### src/rtl/lector_contador_pkg.sv
// Shared definitions for the contador readout sequencer.
// State encodings and default sizing used by lector_contador and its bench.
package lector_contador_pkg;

    localparam int unsigned LC_NUM_FIFOS = 5;
    localparam int unsigned LC_DATA_W    = 5;
    localparam int unsigned LC_IDX_W     = 3;
    localparam int unsigned LC_TIMEOUT   = 4;

    typedef enum logic [1:0] {
        ST_IDLE = 2'd0,
        ST_REQ  = 2'd1,
        ST_WAIT = 2'd2,
        ST_DONE = 2'd3
    } state_t;

endpackage

### src/rtl/lector_contador.sv
// Readout sequencer: walks idx 0..NUM_FIFOS-1 on contador, captures each count
// and publishes all of them as one atomic snapshot with a per-slot timeout mask.
module lector_contador
    import lector_contador_pkg::*;
#(
    parameter int unsigned NUM_FIFOS = LC_NUM_FIFOS,
    parameter int unsigned DATA_W    = LC_DATA_W,
    parameter int unsigned IDX_W     = LC_IDX_W,
    parameter int unsigned TIMEOUT   = LC_TIMEOUT
) (
    input  logic                          clk,
    input  logic                          reset,
    input  logic                          start,
    input  logic [DATA_W-1:0]             data_in,
    input  logic                          valid_in,
    output logic                          req,
    output logic [IDX_W-1:0]              idx,
    output logic [NUM_FIFOS*DATA_W-1:0]   counts,
    output logic [NUM_FIFOS-1:0]          err_mask,
    output logic                          busy,
    output logic                          done
);

    localparam int unsigned         TMR_W    = $clog2(TIMEOUT) + 1;
    localparam logic [IDX_W-1:0]    LAST_IDX = IDX_W'(NUM_FIFOS - 1);
    localparam logic [TMR_W-1:0]    TMR_LAST = TMR_W'(TIMEOUT - 1);

    state_t                         r_state;
    logic [IDX_W-1:0]               r_cur;
    logic [TMR_W-1:0]               r_timer;
    logic [NUM_FIFOS*DATA_W-1:0]    r_shadow;
    logic [NUM_FIFOS-1:0]           r_shadow_err;
    logic                           r_req;
    logic [IDX_W-1:0]               r_idx;
    logic [NUM_FIFOS*DATA_W-1:0]    r_counts;
    logic [NUM_FIFOS-1:0]           r_err_mask;
    logic                           r_busy;
    logic                           r_done;

    logic                           w_slot_end;
    logic                           w_slot_err;
    logic [DATA_W-1:0]              w_slot_data;
    logic [NUM_FIFOS*DATA_W-1:0]    w_shadow_next;
    logic [NUM_FIFOS-1:0]           w_err_next;

    // Slot outcome for the current index: captured value, or timeout failure.
    always_comb begin
        w_slot_end  = 1'b0;
        w_slot_err  = 1'b0;
        w_slot_data = '0;
        case (r_state)
            ST_REQ: begin
                if (valid_in) begin
                    w_slot_end  = 1'b1;
                    w_slot_data = data_in;
                end
            end
            ST_WAIT: begin
                if (valid_in) begin
                    w_slot_end  = 1'b1;
                    w_slot_data = data_in;
                end else if (r_timer == TMR_LAST) begin
                    w_slot_end = 1'b1;
                    w_slot_err = 1'b1;
                end
            end
            default: ;
        endcase

        w_shadow_next = r_shadow;
        w_err_next    = r_shadow_err;
        for (int unsigned k = 0; k < NUM_FIFOS; k++) begin
            if (IDX_W'(k) == r_cur) begin
                w_shadow_next[k*DATA_W +: DATA_W] = w_slot_data;
                w_err_next[k]                     = w_slot_err;
            end
        end
    end

    // The snapshot is loaded on the edge entering DONE so that counts and
    // done become visible together in the DONE cycle.
    always_ff @(posedge clk) begin
        if (reset) begin
            r_state      <= ST_IDLE;
            r_cur        <= '0;
            r_timer      <= '0;
            r_shadow     <= '0;
            r_shadow_err <= '0;
            r_req        <= 1'b0;
            r_idx        <= '0;
            r_counts     <= '0;
            r_err_mask   <= '0;
            r_busy       <= 1'b0;
            r_done       <= 1'b0;
        end else begin
            r_done <= 1'b0;
            case (r_state)
                ST_IDLE: begin
                    if (start) begin
                        r_state      <= ST_REQ;
                        r_cur        <= '0;
                        r_idx        <= '0;
                        r_timer      <= '0;
                        r_shadow     <= '0;
                        r_shadow_err <= '0;
                        r_req        <= 1'b1;
                        r_busy       <= 1'b1;
                    end
                end
                ST_REQ, ST_WAIT: begin
                    if (w_slot_end) begin
                        r_shadow     <= w_shadow_next;
                        r_shadow_err <= w_err_next;
                        if (r_cur == LAST_IDX) begin
                            r_state    <= ST_DONE;
                            r_req      <= 1'b0;
                            r_busy     <= 1'b0;
                            r_done     <= 1'b1;
                            r_counts   <= w_shadow_next;
                            r_err_mask <= w_err_next;
                        end else begin
                            r_state <= ST_REQ;
                            r_cur   <= r_cur + 1'b1;
                            r_idx   <= r_cur + 1'b1;
                            r_req   <= 1'b1;
                        end
                    end else if (r_state == ST_REQ) begin
                        r_state <= ST_WAIT;
                        r_timer <= '0;
                        r_req   <= 1'b0;
                    end else begin
                        r_timer <= r_timer + 1'b1;
                    end
                end
                ST_DONE: begin
                    r_state <= ST_IDLE;
                end
                default: begin
                    r_state <= ST_IDLE;
                end
            endcase
        end
    end

    assign req      = r_req;
    assign idx      = r_idx;
    assign counts   = r_counts;
    assign err_mask = r_err_mask;
    assign busy     = r_busy;
    assign done     = r_done;

endmodule

### config.mk
export PLATFORM = sky130hd
export DESIGN_NAME = lector_contador
export DESIGN_NICKNAME = d
export VERILOG_FILES = /design/src/rtl/lector_contador_pkg.sv /design/src/rtl/lector_contador.sv
export SDC_FILE = /design/constraint.sdc
export NUM_CORES = 1
export LEC_CHECK = 0
export ABC_AREA = 1
export CAP_MARGIN = 15
export CORE_MARGIN = 1.5
export CORE_UTILIZATION = 45
export CTS_CLUSTER_DIAMETER = 150
export DETAILED_ROUTE_END_ITERATION = 6
export PLACE_DENSITY_LB_ADDON = 0.12
export SLEW_MARGIN = 10
export SYNTH_ARGS = -nofsm -noshare
export SYNTH_HDL_FRONTEND = slang
export SYNTH_SLANG_ARGS = --single-unit
### constraint.sdc
create_clock -name clk -period 2.55 [get_ports clk]
set_clock_uncertainty 0.15 [all_clocks]
set_input_delay 0.3825 -clock clk [delete_from_list [all_inputs] [get_ports clk]]
set_output_delay 0.3825 -clock clk [all_outputs]
set_load 0.01 [all_outputs]
==> flow_metrics.env <==
export IMPL_powerDensity_nw_per_um2=962.1
export IMPL_drive_above_1_share_pct=6.957
export IMPL_relSlewSlack_pct=54.98
export IMPL_min_to="err_mask[3]$_SDFFE_PP0P_"
export IMPL_synth_xor_area_share_pct=0
export IMPL_num_antenna_cells=0
export IMPL_drt_iter0_markers=189
export IMPL_cts_buffers=9
export IMPL_antenna_found_initial=0
export IMPL_finalHoldViolations=0
export IMPL_yosys_area_top_type_share_pct=44.41
export IMPL_synth_top_family_by_area="simple AND/OR/NAND/NOR gates"
export IMPL_grt_pass1_wl_mm=11.61
export IMPL_rows=29
export IMPL_max_freq_mhz=475.1
export IMPL_clk_pin_slew_worst_paths_ps=70
export IMPL_worst_ep_required_time_ps=2680
export IMPL_fin_crit_ps=2105
export IMPL_die_area_sq_um=7212
export IMPL_cts_htree_levels=3
export IMPL_syn_area_sq_um=3020
export IMPL_drv_cap=0
export IMPL_setup_viol=0
export IMPL_cp_startpoint="r_state[0]$_SDFFE_PP0P_"
export IMPL_finalWeightedCongestion=0.8831
export IMPL_syn_area_per_cell_sq_um=7.226
export IMPL_grt_start_max_net_pins=35
export IMPL_cp_max_fo=23
export IMPL_r2r_start="r_state[0]$_SDFFE_PP0P_"
export IMPL_ir_drop_uv=605.8
export IMPL_reg2reg_to="r_shadow[18]$_SDFFE_PP0P_"
export IMPL_post_route_period_util_pct=82.53
export IMPL_seq_area_frac_synth_pct=44.41
export IMPL_cts_tree="done"
export IMPL_cts_buffer_depth=2
export IMPL_ys_ff_latch=67
export IMPL_drt_total_wl_mm=7.004
export IMPL_fin_tns_setup_ps=0
export IMPL_violations="design-rule violations"
export IMPL_hpwl_mm=4.539
export IMPL_pre_cts_ws_ps=211.6
export IMPL_cts_hold_buf=0
export IMPL_io_pins=45
export IMPL_cts_num_sinks=67
export IMPL_cts_root_buf="clkbuf_8"
export IMPL_areaGrowthSynthToFinish_pct=22.87
export IMPL_synth_edf_count=0
export IMPL_hp_start="err_mask[3]$_SDFFE_PP0P_"
export IMPL_synthArstFlopShare_pct=0
export IMPL_routed_via_density=5.084
export IMPL_post_cts_buffers=0
export IMPL_reg2reg_setup_slack_ps=450
export IMPL_crit_arrival_ps=2230
export IMPL_synth_nets=439
export IMPL_synth_cells_most_frequent="105 x nand2_1, 78 x nor2_1, 67 x dfxtp_1"
export IMPL_overflow=0
export IMPL_rr_worst_depth=7
export IMPL_chipHeight_microns=84.93
export IMPL_num_fill_cells=592
export IMPL_yosysUniqueCellTypes=23
export IMPL_grt_pass1_vias=2456
export IMPL_synthCells=418
export IMPL_clkLatencyLatePin_ps=350
export IMPL_path_class="reg2reg"
export IMPL_startpoint_type="flip-flop"
export IMPL_yosys_area_share_simple_pct=26.76
export IMPL_fin_ws_ps=445.4
export IMPL_synth_main_ff_cell="dfxtp_1"
export IMPL_ys_warn_count=0
export IMPL_leakage_uw=0.001553
export IMPL_grt_usage_pct=20.31
export IMPL_first_pass_iters=6
export IMPL_synthTopCellsByArea="dfxtp_1 44%, nand2_1 13%, nor2_1 9.7%"
export IMPL_die_w_microns=84.93
export IMPL_port_buffers=44
export IMPL_status="finished, violations left"
export IMPL_hold_depth=2
export IMPL_synth_compound_area_share_pct=15.58
export IMPL_synthMuxAreaShare_pct=0
export IMPL_yosysTopAreaCell="dfxtp_1"
export IMPL_antenna_left=0
export IMPL_hold_class="reg2reg"
export IMPL_dr_total_vias=2730
export IMPL_core_area_sq_um=6422
export IMPL_nets=476
export IMPL_cts_resized_gates=0
export IMPL_drc_errors=3
export IMPL_yosysMostFrequentCell="nand2_1"
export IMPL_start_util_pct=47.03
export IMPL_cp_end_kind="flip-flop"
export IMPL_synthAdderAreaFrac_pct=4.971
export IMPL_drv_slew=0
export IMPL_rsz0062_at_grt="false"
export IMPL_wl_per_cell_microns=13.04
export IMPL_worst_pin_slew_ps=672.8
## cells by family after synthesis
family	after synthesis
compound gates	94
simple gates	199
flops	67
fa+ha+maj	12
buf+inv	46
## per-stage QoR
stage | total power (uW) | utilization [%] | instance area (sq um) | hold WS (ps) | cells
floorplan | 2197 | - | 3020 | 290.0 | 418
global placement | 2475 | 53.91 | 3462 | 298.4 | 521
detailed placement | 2486 | 53.91 | 3462 | 302.2 | 521
CTS | 3592 | 57.78 | 3711 | 312.6 | 537
global route | 3814 | 57.78 | 3711 | 333.0 | 537
finish | 3570 | 57.78 | 3711 | 310.9 | 537
## report_power, final
part,switching [uW],total [uW],internal (uW)
registers,78.7,1220,1140
logic,826,1250,424
clock network,425,1100,678
total,1330,3570,2240
## final cells by class
| class | count | area (sq um) | area share, % |
|---|---|---|---|
| multi-input combinational | 305 | 1429 | 38.50 |
| sequential | 67 | 1341 | 36.14 |
| timing repair buffer | 50 | 510.5 | 13.76 |
| clock buffer | 10 | 137.6 | 3.709 |
| clock inverter | 6 | 111.4 | 3.001 |
| tap | 77 | 96.34 | 2.596 |
| inverter | 22 | 85.08 | 2.293 |
## worst max-delay path, cell delays in order (launching register included)
cell and delay [ps]:
dfxtp_1 410, inv_1 90, ha_1 490, nand3_2 160
nor2_2 320, buf_12 210, nand2_1 70, a21oi_1 130
## layout by cell type, fill, tap and decap left out
cell type | Yosys | final
a21oi_1 | 55 | 55
buf_12 | 0 | 2
buf_4 | 5 | 4
bufinv_16 | 0 | 3
clkbuf_8 | 0 | 10
clkdlybuf4s50_1 | 0 | 44
clkinv_1 | 1 | 1
clkinv_2 | 0 | 1
clkinvlp_4 | 0 | 1
dfxtp_1 | 67 | 67
ha_1 | 12 | 12
inv_1 | 20 | 20
inv_4 | 1 | 1
inv_6 | 0 | 1
nand2_1 | 105 | 105
nand2_2 | 3 | 3
nand2_4 | 2 | 2
nand3_1 | 3 | 3
nand3_2 | 1 | 1
nand4_1 | 2 | 2
nor2_1 | 78 | 78
nor2_2 | 2 | 2
nor2_8 | 1 | 1
nor3_1 | 2 | 2
o21ai_0 | 29 | 29
o21ai_1 | 10 | 10
## sequential cells by signal (all words and copies together), names as in the netlist, 2 cells and up
signal	cells
r_state	2
err_mask	5
r_timer	3
counts	25
r_shadow	22
r_shadow_err	4
idx	3
## layer usage
layer / wire, microns / global-route usage (%) / share of wire (%)
met1: 3353 / 26.23 / 48
met2: 3193 / 33.31 / 46
met3: 344 / 4.280 / 4.9
met4: 112 / 8.048 / 1.6
met5: 0 / 0 / 0
## how the worst max path moves through the flow
stage,slack (ps),end
2_1_floorplan,780,counts[4]$_SDFFE_PP0P_
3_3_place_gp,270,idx[2]$_SDFFE_PP0P_
3_5_place_dp,210,r_shadow[20]$_SDFFE_PP0P_
4_1_cts,440,r_shadow[18]$_SDFFE_PP0P_
5_1_grt,260,r_shadow[10]$_SDFFE_PP0P_
6_report,450,r_shadow[18]$_SDFFE_PP0P_
(Power assumes the default switching activity.)
